**src/rtl/pic8259.sv**
```systemverilog
// Simplified 8259A interrupt controller: IRQ edge latching, fixed priority
// (bit 0 highest), ICW/OCW programming over the IO bus and the two-pulse
// INTA handshake that returns the vector byte on oData.
//
// Bus handshake: a write acts once, on the first cycle (iCS & iWR) is seen
// high after being low; reads and the vector byte are level based and
// registered into oData every cycle.
module pic8259 #(
  parameter logic [7:0] VECTOR_RESET = 8'h08,
  parameter logic [7:0] IMR_RESET    = 8'hFF
) (
  input  logic       iClk,
  input  logic       iRst,
  input  logic       iCS,
  input  logic       iWR,
  input  logic       iRD,
  input  logic       iA0,
  input  logic [7:0] iData,
  output logic [7:0] oData,
  input  logic [7:0] iIrq,
  output logic       oInt,
  input  logic       iIntA
);

  typedef enum logic [1:0] {INIT_READY, INIT_ICW2, INIT_ICW3, INIT_ICW4} init_state_t;
  typedef enum logic [1:0] {ACK_IDLE, ACK_1, ACK_2, ACK_2_DONE} ack_state_t;

  init_state_t init_state, init_n;
  ack_state_t  ack_state, ack_n;

  logic [7:0] irr, isr, imr, irr_n, isr_n, imr_n;
  logic [4:0] base, base_n;
  logic       aeoi, aeoi_n, read_isr, read_isr_n;
  logic       sngl, sngl_n, ic4, ic4_n;
  logic [2:0] vec_idx, vec_n;
  logic       spurious, spur_n;
  logic [7:0] irq_prev;
  logic       inta_prev, wr_prev;
  logic [7:0] data_n;

  logic       wr_level, wr_pulse, icw1, inta_fall, inta_rise, int_req;
  logic [7:0] irq_rise, pending, pend_low, isr_low, ack_set, eoi_clr;

  // Index of the lowest set bit (highest priority); 0 when nothing is set.
  function automatic logic [2:0] lowest_index(input logic [7:0] v);
    logic [2:0] idx;
    idx = 3'd0;
    for (int i = 7; i >= 0; i--) begin
      if (v[i]) idx = 3'(i);
    end
    return idx;
  endfunction

  // Edge detection and priority helpers.
  always_comb begin
    wr_level  = iCS & iWR;
    wr_pulse  = wr_level & ~wr_prev;
    icw1      = wr_pulse & ~iA0 & iData[4];
    irq_rise  = iIrq & ~irq_prev;
    inta_fall = inta_prev & ~iIntA;
    inta_rise = ~inta_prev & iIntA;
    pending   = irr & ~imr;
    pend_low  = pending & (~pending + 8'd1);
    isr_low   = isr & (~isr + 8'd1);
    // Bits below the highest-priority in-service bit; all ones when ISR=0.
    int_req   = |(pending & (isr_low - 8'd1));
  end

  // Next-state logic for the init FSM, ack FSM, IRR/ISR/IMR and read data.
  always_comb begin
    init_n     = init_state;
    ack_n      = ack_state;
    imr_n      = imr;
    base_n     = base;
    aeoi_n     = aeoi;
    read_isr_n = read_isr;
    sngl_n     = sngl;
    ic4_n      = ic4;
    vec_n      = vec_idx;
    spur_n     = spurious;
    ack_set    = 8'd0;
    eoi_clr    = 8'd0;

    case (ack_state)
      ACK_IDLE: begin
        if (inta_fall) begin
          ack_n = ACK_1;
          if (pending == 8'd0) begin
            vec_n  = 3'd7;
            spur_n = 1'b1;
          end else begin
            vec_n   = lowest_index(pending);
            spur_n  = 1'b0;
            ack_set = pend_low;
          end
        end
      end
      ACK_1: begin
        if (inta_fall) ack_n = ACK_2;
      end
      ACK_2: begin
        if (inta_rise) begin
          ack_n = ACK_IDLE;
          if (aeoi && !spurious) eoi_clr = 8'd1 << vec_idx;
        end
      end
      default: ack_n = ACK_IDLE;
    endcase

    if (wr_pulse && !icw1) begin
      case (init_state)
        INIT_READY: begin
          if (iA0) begin
            imr_n = iData;
          end else if (!iData[3]) begin
            case (iData[7:5])
              3'b001:  eoi_clr = eoi_clr | isr_low;
              3'b011:  eoi_clr = eoi_clr | (8'd1 << iData[2:0]);
              default: ;
            endcase
          end else if (iData[1]) begin
            read_isr_n = iData[0];
          end
        end
        INIT_ICW2: begin
          if (iA0) begin
            base_n = iData[7:3];
            if (!sngl)    init_n = INIT_ICW3;
            else if (ic4) init_n = INIT_ICW4;
            else          init_n = INIT_READY;
          end
        end
        INIT_ICW3: begin
          if (iA0) init_n = ic4 ? INIT_ICW4 : INIT_READY;
        end
        default: begin
          if (iA0) begin
            aeoi_n = iData[1];
            init_n = INIT_READY;
          end
        end
      endcase
    end

    // An IRQ edge beats the ack clear; an EOI clear is applied before the ack set.
    irr_n = (irr & ~ack_set) | irq_rise;
    isr_n = (isr & ~eoi_clr) | ack_set;

    // ICW1 overrides every other event in the same cycle.
    if (icw1) begin
      imr_n      = 8'd0;
      isr_n      = 8'd0;
      irr_n      = 8'd0;
      read_isr_n = 1'b0;
      ack_n      = ACK_IDLE;
      sngl_n     = iData[1];
      ic4_n      = iData[0];
      init_n     = INIT_ICW2;
    end

    if (iCS && iRD)                      data_n = iA0 ? imr : (read_isr ? isr : irr);
    else if (ack_state == ACK_2 && !iIntA) data_n = {base, vec_idx};
    else                                 data_n = 8'd0;
  end

  // State registers with synchronous reset.
  always_ff @(posedge iClk) begin
    if (iRst) begin
      init_state <= INIT_READY;
      ack_state  <= ACK_IDLE;
      irr        <= 8'd0;
      isr        <= 8'd0;
      imr        <= IMR_RESET;
      base       <= VECTOR_RESET[7:3];
      aeoi       <= 1'b0;
      read_isr   <= 1'b0;
      sngl       <= 1'b0;
      ic4        <= 1'b0;
      vec_idx    <= 3'd0;
      spurious   <= 1'b0;
      irq_prev   <= 8'd0;
      inta_prev  <= 1'b1;
      wr_prev    <= 1'b0;
      oData      <= 8'd0;
      oInt       <= 1'b0;
    end else begin
      init_state <= init_n;
      ack_state  <= ack_n;
      irr        <= irr_n;
      isr        <= isr_n;
      imr        <= imr_n;
      base       <= base_n;
      aeoi       <= aeoi_n;
      read_isr   <= read_isr_n;
      sngl       <= sngl_n;
      ic4        <= ic4_n;
      vec_idx    <= vec_n;
      spurious   <= spur_n;
      irq_prev   <= iIrq;
      inta_prev  <= iIntA;
      wr_prev    <= wr_level;
      oData      <= data_n;
      oInt       <= int_req && (ack_n != ACK_1);
    end
  end

endmodule

```
**config.mk**
```make
export PLATFORM = sky130hd
export DESIGN_NAME = pic8259
export DESIGN_NICKNAME = d
export VERILOG_FILES = /design/src/rtl/pic8259.sv
export SDC_FILE = /design/constraint.sdc
export NUM_CORES = 1
export LEC_CHECK = 0
export CAP_MARGIN = 20
export CORE_UTILIZATION = 35
export CTS_CLUSTER_DIAMETER = 80
export DETAILED_ROUTE_END_ITERATION = 8
export PLACE_DENSITY = 0.52
export SYNTH_ARGS = -nofsm -noshare
export SYNTH_HDL_FRONTEND = slang
export SYNTH_SLANG_ARGS = --single-unit
```
**constraint.sdc**
```tcl
create_clock -name iClk -period 4.1 [get_ports iClk]
set_input_delay 0.41 -clock iClk [delete_from_list [all_inputs] [get_ports iClk]]
set_output_delay 0.41 -clock iClk [all_outputs]
set_load 0.01 [all_outputs]
```
==> summary.md, run 1 <==
The clock passes through at most 2 buffers. The run gives 3 as the count of H-tree levels built during CTS. Parity-gate share of the synthesized area counting xor and xnor cells: 0.309%. The routed design has 7340 um of wire. Of the total synthesized cell area, the portion taken by AND, OR, NAND and NOR gates is 28.1%. The via count of the first global-routing pass is 2331. The most used flip-flop cell after synthesis is dfxtp_1.

After global routing the overflow that remains totals 0. The total number of clock tree sinks was 60. The layout overhead on the synthesized area was 19.4%; the antenna diode count was 0.

For the number of warnings reported in the yosys synthesis log, the log shows 0. After synthesis, the largest family of logic cells by area is simple AND/OR/NAND/NOR gates. For this block, the via count after detailed routing is 2462. The startpoint identified for the worst register-to-register timing path is init_state[0]. Termination of the worst setup path: imr[0].

The compound-cell area share of the yosys netlist is 19.8%, and the highest cell delay on the worst timing path is 0.86 ns. For the worst-skew pair, the clock arrives at the later sink with an insertion delay of 0.34 ns. Tracing the worst setup path back leads to its startpoint at iA0. The largest vdd supply drop was 194 uV; the largest fanout on the critical path was 20.

The number of enable-type register cells in the synthesized netlist was 0. The placed instance count was 449. The core region is 7770 um^2. The period utilization came out at 63.8%.

The number of failing hold endpoints at the final stage is 0. First-pass GRT wire length: 12400 um. The classification of the worst-slack hold path is flop to flop. Cell area power density: 387 nW/um^2. The critical path runs through a total of 6 cells. The adder-cell share of the synthesized area works out to 1.77%.

Each instance of the synthesized netlist takes up on average 8.53 um^2. In the final routed layout, each cell accounts on average for 15.8 um. For the number of antenna violations at the first check in global routing, the log shows 0. Post-CTS timing repair inserted 0 buffers for setup.

For this design the static power due to leakage is 1.17 nW. For this block, the initial DRC count from the detailed router was 185. Worst reg2reg path endpoint: isr[4].

The critical path in this run is classified as primary input to flop. Across all register-to-register paths, the minimum setup slack is 1.94 ns. TritonCTS built the clock tree.

Setup repair after global routing left no endpoint under its margin. The share of synthesized area spent on multiplexers came out at 4.28%. Data on the critical path arrives at its endpoint at 2.84 ns.

The required time of the worst setup path was 4.32 ns. The tools report the non-filler instance count after layout as 465. STA classifies the critical path endpoint as a flop.

For this run, the total global-route usage over all layers was measured as 19.1%. The clock transition at the registers of the reported paths came out at 0.06 ns. Vertical die dimension: 92.0 um. The tools report the total of fill cells in the finished design as 802.

The die outline width works out to 92.0 um. For the count of nets after finishing, the log shows 385. The share of cells above drive strength 1 is 6.89%.

CTS placed an instance of clkbuf_8 at the clock tree root. Time the final worst path needs with I/O delays and setup: 2.62 ns. The routed via count divided by cell count came out at 5.29. For the worst slew slack as a fraction of its limit, the log shows 42.5%.

For this configuration, the core starts out at a cell density of 36.5%. The post-route setup TNS came out at 0 ns. The dominant delay contributor by cell family on the critical path is simple AND/OR/NAND/NOR gates.

By area the synthesized netlist is led by dfxtp_1 42%, nor2b_1 5.3%, a21oi_1 5.1%. The final-report max-slew violation count was 0; the number of storage elements in the synthesis netlist was 60. The tools report the post-synthesis instance area as 2830 um^2. The share of the yosys chip area belonging to registers came out at 42.4%. Across the run, the number of max-cap violations was 0.

The slowest stage of the critical path belongs to the cell clkdlybuf4s50_1. For this design, the CTS-stage hold fixing added 0 buffers. The logs give 332 for the gate count after technology mapping and 1.31 mW for the overall power consumption. The number of distinct library cell variants in the gate-level netlist after synthesis was 47.

Number of buffers and inverters on the critical path: 1. The floorplan has 32 rows. The I/O pin count is 32, and the count of TritonRoute iterations in the first routing pass is 4. The run finished with clean final reports. For the final database, setup skew stands at 0.0114 ns. The floorplan step defined a die boundary enclosing 8460 um^2.

For this run, design rule violations remaining after detail routing come to 0. For the total CTS buffers, the log shows 9. Counting flops with an async set or reset pin after synthesis yields a share of 0%.

Setup violations remaining at the end of the flow were counted as 0. Summed over all instances, the cell type with the most area after synthesis is dfxtp_1. The maximum operating frequency is 382 MHz, and the sum of net half-perimeters after detailed placement is 5400 um. The number of nets in the synthesized netlist is 359.

The count of nets left with antenna violations once routing finished came out at 0. The count of buffers added on input and output ports is 31. Traced cell by cell, the critical path runs through clkdlybuf4s50_1 > nand3_1 > nor2_1 > and2_1 > a21oi_1 > a221o_1. The top cell type by area accounts for 42.4% of the synthesized area.

STA classifies the critical path startpoint as a primary input. The post-CTS resize count is 0. Worst reg-to-reg path cell count: 7. The routability-driven placement congestion ratio is 0.831, and the slew of the pin with the lowest slew margin is 0.850 ns. The maximum number of pins on one net before global-route repair was 41.
-- cells by family after synthesis --
logic type,count (synthesis)
multiplexers,12
flip-flops,60
buffers and inverters,21
AO/OA/AOI/OAI,89
XOR/XNOR,1
AND/OR/NAND/NOR,145
adder cells (fa/ha/maj),4
-- registers in the layout, indices dropped and copies added (netlist names) --
register    cells
aeoi            1
spurious        1
read_isr        1
inta_prev       1
ack_state       2
irr             8
imr             8
oData           8
base            5
oInt            1
isr             8
vec_idx         3
sngl            1
irq_prev        8
wr_prev         1
init_state      2
ic4             1
-- how the worst min path moves through the flow --
stage | startpoint | endpoint | slack (ns) | cells after the start
5_1_grt | base[4] | base[4] | 0.49 | 2
3_5_place_dp | base[4] | base[4] | 0.45 | 2
6_report | base[3] | base[3] | 0.46 | 2
2_1_floorplan | base[0] | base[0] | 0.44 | 1
3_3_place_gp | base[4] | base[4] | 0.45 | 2
4_1_cts | base[3] | base[3] | 0.46 | 2
-- worst reg2reg max path: stages, from the launching register on --
cell      delay, ns
dfxtp_1        0.34
inv_1          0.09
ha_1           0.20
or3b_1         0.41
nor4_4         0.44
a21bo_2        0.28
o311ai_0       0.13
a21oi_1        0.13
-- stage by stage --
| stage | hold slack (ns) | setup WS (ns) | area (um^2) | utilization (%) |
|---|---|---|---|---|
| 3_3_place_gp | 0.448 | 1.27 | 3200 | 41.2 |
| 2_1_floorplan | 0.436 | 2.28 | 2830 | - |
| 6_report | 0.459 | 1.48 | 3380 | 43.5 |
| 5_1_grt | 0.490 | 1.25 | 3380 | 43.5 |
| 4_1_cts | 0.461 | 1.53 | 3380 | 43.5 |
| 3_5_place_dp | 0.451 | 1.16 | 3200 | 41.2 |
-- routing by layer --
metal	wire [um]	up-vias	GRT usage (%)
met2	3460	57	29.5
met4	44	0	5.21
met1	3560	1147	26.5
li1	-	1253	-
met5	0	-	0
met3	270	5	4.56
-- cell type report --
cell class              count  area, um^2  area share, %
repair buffers             32         318           9.40
clock buffers              11         131           3.88
multi-input cells         251        1540           45.4
clock inverters             5        52.6           1.55
flip-flops and latches     60        1200           35.5
well taps                 102         128           3.77
inverters                   4        15.0          0.444
-- power breakdown --
| part | switching [mW] | internal [mW] |
|---|---|---|
| logic | 0.0859 | 0.0750 |
| registers | 0.0288 | 0.613 |
| clock network | 0.230 | 0.278 |
-- placed cells by master (no fill, tap or decap), types with 3 or more instances in the layout --
cell type,synthesis,final
a21oi_1,29,29
dfxtp_1,60,60
or2_2,3,3
clkbuf_8,0,9
mux2i_1,11,11
nand2_1,30,30
nor2_1,31,31
nor2b_1,24,24
a21o_1,3,3
a221o_1,8,8
clkdlybuf4s50_1,0,31
o31ai_1,3,3
nand2b_1,8,8
nand3_1,15,15
clkinv_2,0,3
inv_1,4,4
a22oi_1,10,10
nor4_1,3,3
nor3_1,8,8
ha_1,4,4
o21ai_0,26,26
nor4b_1,5,5
-- synthesized netlist by cell type (5+ instances only) --
cell	count
o21ai_0	26
a221o_1	8
nor2b_1	24
nand3_1	15
nor3_1	8
mux2i_1	11
nor4b_1	5
nor2_1	31
nand2b_1	8
clkbuf_1	14
a22oi_1	10
a21oi_1	29
nand2_1	30
dfxtp_1	60
No activity file was read; power rests on OpenSTA's default activity.
==> inputs of run 2 (changes only) <==
--- a/config.mk
+++ b/config.mk
@@ -9,7 +9,7 @@
 export CORE_UTILIZATION = 35
 export CTS_CLUSTER_DIAMETER = 80
 export DETAILED_ROUTE_END_ITERATION = 8
-export PLACE_DENSITY = 0.52
+export PLACE_DENSITY = 0.54
 export SYNTH_ARGS = -nofsm -noshare
 export SYNTH_HDL_FRONTEND = slang
 export SYNTH_SLANG_ARGS = --single-unit
==> constraint.sdc (replaced) <==
create_clock -name iClk -period 2.3 [get_ports iClk]
set_input_delay 0.23 -clock iClk [delete_from_list [all_inputs] [get_ports iClk]]
set_output_delay 0.23 -clock iClk [all_outputs]
set_load 0.01 [all_outputs]
==> run 2 against run 1 <==
Compared with the run above:
- clock-buffer cell count decreased by 1
- via count grew 0.45%
- total power increased by 78%
- clock power rose by 74%
- worst hold slack worse by 0.0045 ns
- critical endpoint is now isr[4]
- largest cell class unchanged
==> summary.md, run 2 (synthesis gave the netlist of run 1 again) <==
The post-route setup TNS was 0 ns (unchanged); the antenna diode count was 0 (unchanged). The tools report the number of max-cap violations as 0 (unchanged). TritonCTS built the clock tree. The run finished with clean final reports.

The vias after detailed routing was 2473 (+0.45%). The worst path uses 87.8% of the clock period. The die outline width is 92.0 um (unchanged). The die footprint was 8460 um^2 (unchanged). The tools report the effective utilization at floorplan as 36.5% (unchanged). The insertion delay of the later-clocked pin in the worst-skew pair came out at 0.34 ns (about the same). The maximum number of pins on one net before global-route repair was 25 (-39%); the count of H-tree levels built during CTS was 3 (unchanged). The clock transition at the registers of the reported paths is 0.06 ns (about the same). Setup repair after global routing left no endpoint under its margin. The total routing usage reported by global routing was 18.6% (-0.54 points); the floorplan core area was 7770 um^2 (unchanged). The worst slew slack as a fraction of its limit is 55.5% (+13 points), and the number of antenna violations at the first check in global routing is 0 (unchanged). The final design instance area without fill was 3490 um^2 (+3.1%).

The number of cell rows came out at 32 (unchanged). The run gives 2309 (-0.94%) as the via count of the first global-routing pass. Count of nets after finishing: 400 (+3.9%).

The run gives 1200 um^2 (unchanged) as the area taken by flip-flops and latches. The vertical die dimension was 92.0 um (unchanged). The wire length reported by the detailed router was 7220 um (-1.5%). Beginning of the worst register-to-register path: init_state[1]. The routed via count divided by cell count was 5.18 (-2.1%). For the count of TritonRoute iterations in the first routing pass, the log shows 4 (unchanged). The sum of overflow across all layers after global routing is 0 (unchanged), and the overall power consumption is 2.34 mW (+78%).

The maximum operating frequency was 495 MHz. The routability-driven placement congestion ratio was 0.828 (-0.33%); the maximum clock skew at final layout was 0.00730 ns (-0.00407 ns). The sum of net half-perimeters after detailed placement came out at 5430 um (+0.57%). Post-cts hold buffer count: 0 (unchanged). The remaining antenna violation count after routing is 0 (unchanged), and the cell area power density is 669 nW/um^2 (+73%). The area taken by multi-input logic gates was 1540 um^2 (unchanged); the worst hold slack after final layout was 0.455 ns (-0.00455 ns). The tools report the nature of the critical path startpoint as a flop. The number of I/O port buffers was 31 (unchanged); the share of cells above drive strength 1 was 10.4% (+3.5 points). The critical path is of the flop to flop type. The worst endpoint data arrival time was 2.23 ns (-0.61 ns); the largest fanout on the critical path was 6 (-70%). The run gives 1.24 nW (+6.3%) as the standby leakage power.

The top cell types in the final layout, fill and taps aside, are 60 x dfxtp_1, 31 x nor2_1, 31 x clkdlybuf4s50_1, 30 x nand2_1, 29 x a21oi_1. The tools report the total CTS buffers as 9 (unchanged). The library cell used most frequently in the layout, excluding fill and tap cells, is dfxtp_1. The required time of the worst setup path was 2.51 ns (-1.81 ns); the post-detailed-route DRC marker count was 0 (unchanged).

The run gives 60 (unchanged) as the total number of clock tree sinks. The detailed-route wire length per cell works out to 15.1 um (-4.0%). The slew of the pin with the lowest slew margin works out to 0.667 ns (-0.183 ns). The root cell of the clock tree is clkbuf_8. The number of failing hold endpoints at the final stage was 0 (unchanged). The hold path startpoint is base[4].

The logs give 3310 um^2 (+3.5%) for the post-place instance area and 284 uV (+47%) for the largest vdd supply drop. Endpoint class of the critical path: a flop. For the buffer count from post-CTS setup fixing, the log shows 0 (unchanged). The critical path starts at init_state[1]. The classification of the worst-slack hold path was flop to flop.

Iteration-0 DRC count of the detailed router: 181 (-2.2%). The run gives 32 (unchanged) as the I/O pin count. The area growth from synthesis to layout is 23.1%. First-pass GRT wire length: 11900 um (-3.5%). The time the final worst path needs with I/O delays and setup came out at 2.02 ns. The final-report max-slew violation count came out at 0 (unchanged). The total of fill cells in the finished design was 796 (-0.75%); the number of buffers on the longest clock path was 2 (unchanged). The setup violation total in the final timing report is 0 (unchanged). The post-CTS resize count came out at 0 (unchanged).
run 2: changes by cell type in the layout (fill, tap and decap cells not counted), sizes merged:
cell      previous run  this run
buf                  1        16
clkinv               3         2
clkbuf              11        10
clkinvlp             1         0
run 2: report_power, final:
| part | internal (mW) | switching (mW) | leakage [nW] |
|---|---|---|---|
| sequential | 1.09 | 0.0502 | 0.492 |
| combinational | 0.152 | 0.155 | 0.656 |
| clock | 0.507 | 0.378 | 0.0939 |
run 2: final cells by class:
class / instances / share of cell area (%)
multi-input combinational: 251 / 44.0
tap: 102 / 3.66
inverter: 4 / 0.430
sequential: 60 / 34.4
clock buffer: 10 / 3.95
timing repair buffer: 47 / 12.3
clock inverter: 3 / 1.15
run 2: metrics by stage:
step,utilization [%],cells,setup WS [ns]
4_1_cts,44.9,477,0.274
3_5_place_dp,42.6,464,0.190
3_3_place_gp,42.6,464,0.195
5_1_grt,44.9,477,0.126
6_report,44.9,477,0.281
2_1_floorplan,-,332,0.476
run 2: final timing paths:
path,depth (start not counted),endpoint,slack [ns]
setup / recovery,7,isr[4],0.28
hold / removal,2,base[4],0.45
setup reg to reg,7,isr[4],0.28
hold reg to reg,2,base[4],0.45
run 2: worst max-delay path, stage by stage, from the launching register on:
cell and delay [ns]:
dfxtp_1 0.32, inv_1 0.09, ha_1 0.20, or3b_1 0.41
nor4_4 0.38, a21bo_2 0.26, o311ai_0 0.11, a21oi_1 0.12
run 2: layer usage:
layer  wire [um]  track usage [%]  vias to the layer above
met1        3650             26.2                     1136
met3         230             3.65                       11
li1            -                -                     1279
met2        3220             27.1                       47
met4         128             8.46                        0
met5           0                0                        -
==> inputs of run 3 (changes only) <==
--- a/config.mk
+++ b/config.mk
@@ -6,6 +6,7 @@
 export NUM_CORES = 1
 export LEC_CHECK = 0
 export CAP_MARGIN = 20
+export CORE_MARGIN = 5
 export CORE_UTILIZATION = 35
 export CTS_CLUSTER_DIAMETER = 80
 export DETAILED_ROUTE_END_ITERATION = 8
==> run 3 against run 2 <==
Compared with the run above:
- global-route usage shrank 2.4 points
- flip-flop and latch count is the same
- critical path depth unchanged
- cell count decreased by 0.21%
- clock skew increased by 0.0055 ns
- combinational power about the same
- sequential share of layout area decreased by 0.38 points
- total power rose by 12%
==> summary.md, run 3 (synthesis gave the netlist of run 1 again) <==
The detailed-route wire length per cell was 15.9 um (+5.2%); the antenna diode count was 0 (unchanged). Vertical die dimension: 100 um (+8.7%). The highest cell delay on the worst timing path was 0.44 ns (+0.03 ns); the non-filler instance count after layout was 476 (-0.21%). The cell area power density is 742 nW/um^2 (+11%), and the I/O pin count is 32 (unchanged).

The die outline width is 100 um (+8.7%). The slew of the pin with the lowest slew margin works out to 0.599 ns (-0.0676 ns). The worst reg-to-reg path cell count was 7 (unchanged). The logs give 474 MHz (-4.3%) for the maximum operating frequency and 9 (unchanged) for the total CTS buffers. The nature of the critical path startpoint was a flop. The signal on the critical path passes through inv_1 > ha_1 > or3b_1 > nor4_4 > a21bo_2 > o311ai_0 > a21oi_1.

The number of antenna violations at the first check in global routing is 0 (unchanged), and the number of cell rows is 32 (unchanged). The slowest stage of the critical path is the nor4_4 cell. The largest fanout on the critical path came out at 8 (+2). The classification of the worst-slack hold path is flop to flop. The worst endpoint data arrival time was 2.33 ns (+0.10 ns); the clock transition at the registers of the reported paths was 0.07 ns (about the same). The top cell types in the final layout, fill and taps aside, are 60 x dfxtp_1, 31 x nor2_1, 31 x clkdlybuf4s50_1, 30 x nand2_1, 29 x a21oi_1. TritonCTS built the clock tree. The final core utilization is 45.2% (+0.27 points), and the die footprint is 9990 um^2 (+18%). The number of buffers and inverters on the critical path came out at 1 (unchanged). For the sum of net half-perimeters after detailed placement, the log shows 5580 um (+2.8%).

The run gives 0.0128 ns (+0.00549 ns) as the maximum clock skew at final layout. The remaining antenna violation count after routing is 0 (unchanged), and the vias after detailed routing is 2521 (+1.9%). For the total number of clock tree sinks, the log shows 60 (unchanged). The post-route setup TNS is 0 ns (unchanged), and the number of cells on the critical path is 7 (unchanged).

For the setup violation total in the final timing report, the log shows 0 (unchanged). For the number of failing hold endpoints at the final stage, the log shows 0 (unchanged). The run gives 12500 um (+4.4%) as the first-pass GRT wire length. The library cell used most frequently in the layout, excluding fill and tap cells, is dfxtp_1. The tools report the buffer count from post-CTS setup fixing as 0 (unchanged).

Time the final worst path needs with I/O delays and setup: 2.11 ns (+0.0897 ns). The tools report the number of buffers on the longest clock path as 2 (unchanged). Share of cells above drive strength 1: 9.89% (-0.51 points). The wire length reported by the detailed router is 7580 um (+5.0%), and the post-detailed-route DRC marker count is 0 (unchanged). Via count of the first global-routing pass: 2443 (+5.8%).

The count of H-tree levels built during CTS is 3 (unchanged), and the layout overhead on the synthesized area is 24.5%. Required time of the worst setup path: 2.52 ns (about the same). The largest vdd supply drop was 353 uV (+24%). The post-cts hold buffer count is 0 (unchanged). Setup repair after global routing left no endpoint under its margin.

The iteration-0 DRC count of the detailed router was 184 (+1.7%). The endpoint class of the critical path was a flop. In this design, the largest share of critical-path delay is due to simple AND/OR/NAND/NOR gates.

The sum of overflow across all layers after global routing was 0 (unchanged). The routed via count divided by cell count is 5.30 (+2.2%). The run finished with clean final reports. The number of I/O port buffers is 31 (unchanged). Type of the setup path with the least slack: flop to flop.

The total routing usage reported by global routing is 16.1% (-2.4 points), and the maximum number of pins on one net before global-route repair is 17 (-32%). The insertion delay of the later-clocked pin in the worst-skew pair is 0.34 ns (about the same), and the cell count of the worst hold path is 2 (unchanged). The routability-driven placement congestion ratio came out at 0.835 (+0.86%). The overall power consumption is 2.62 mW (+12%), and the effective utilization at floorplan is 36.3% (-0.19 points). The period utilization was 91.7% (+3.9 points); the post-CTS resize count was 0 (unchanged). The tools report the worst slew slack as a fraction of its limit as 60.1% (+4.5 points). The count of nets after finishing is 397 (-0.75%), and the standby leakage power is 1.25 nW (+0.61%).

The placed instance count is 461 (-0.65%). The tools report the count of TritonRoute iterations in the first routing pass as 5 (+1). Final-report max-slew violation count: 0 (unchanged).

Root cell of the clock tree: clkbuf_8. The number of max-cap violations is 0 (unchanged). For the floorplan core area, the log shows 7810 um^2 (+0.52%).
-- run 3: cell count changes in the layout (fill, tap and decap cells not counted), sizes merged --
cell and change:
buf -3, bufinv +2, clkbuf +1, clkinv -2, clkinvlp +1
-- run 3: worst min-delay path: cells and delay by family (launching register included) --
| kind | cells | cell delay, ns |
|---|---|---|
| and+or+nand+nor | 1 | 0.05 |
| AOI/OAI and AO/OA | 1 | 0.05 |
| DFF | 1 | 0.31 |
-- run 3: stage by stage --
step / hold WS, ns / setup slack, ns / area, um^2
6_report: 0.457 / 0.192 / 3530
2_1_floorplan: 0.337 / 0.476 / 2830
3_5_place_dp: 0.448 / 0.101 / 3290
5_1_grt: 0.454 / 0.0557 / 3530
3_3_place_gp: 0.445 / 0.115 / 3290
4_1_cts: 0.447 / 0.188 / 3530
-- run 3: worst paths after layout --
path,from,to,slack (ns)
worst max register to register,init_state[0],isr[4],0.19
worst min-delay path,base[2],base[2],0.46
worst min register to register,base[2],base[2],0.46
worst max-delay path,init_state[0],isr[4],0.19
-- run 3: layout make-up --
type                       instances  area, um^2
fill                             810        4280
multi-input combinational        251        1540
sequential                        60        1200
timing repair buffer              44         408
clock buffer                      11         141
tap                              102         128
clock inverter                     4        97.6
inverter                           4        15.0
-- run 3: power breakdown --
| group | internal, mW | switching, mW |
|---|---|---|
| combinational | 0.150 | 0.154 |
| clock | 0.744 | 0.422 |
| sequential | 1.09 | 0.0541 |
-- run 3: layer usage --
metal  track usage [%]  up-vias  wire, um
met3              4.45       16       448
met2              23.9       59      3420
met4              6.51        0       157
met5                 0        -         0
met1              22.1     1174      3560
li1                  -     1272         -
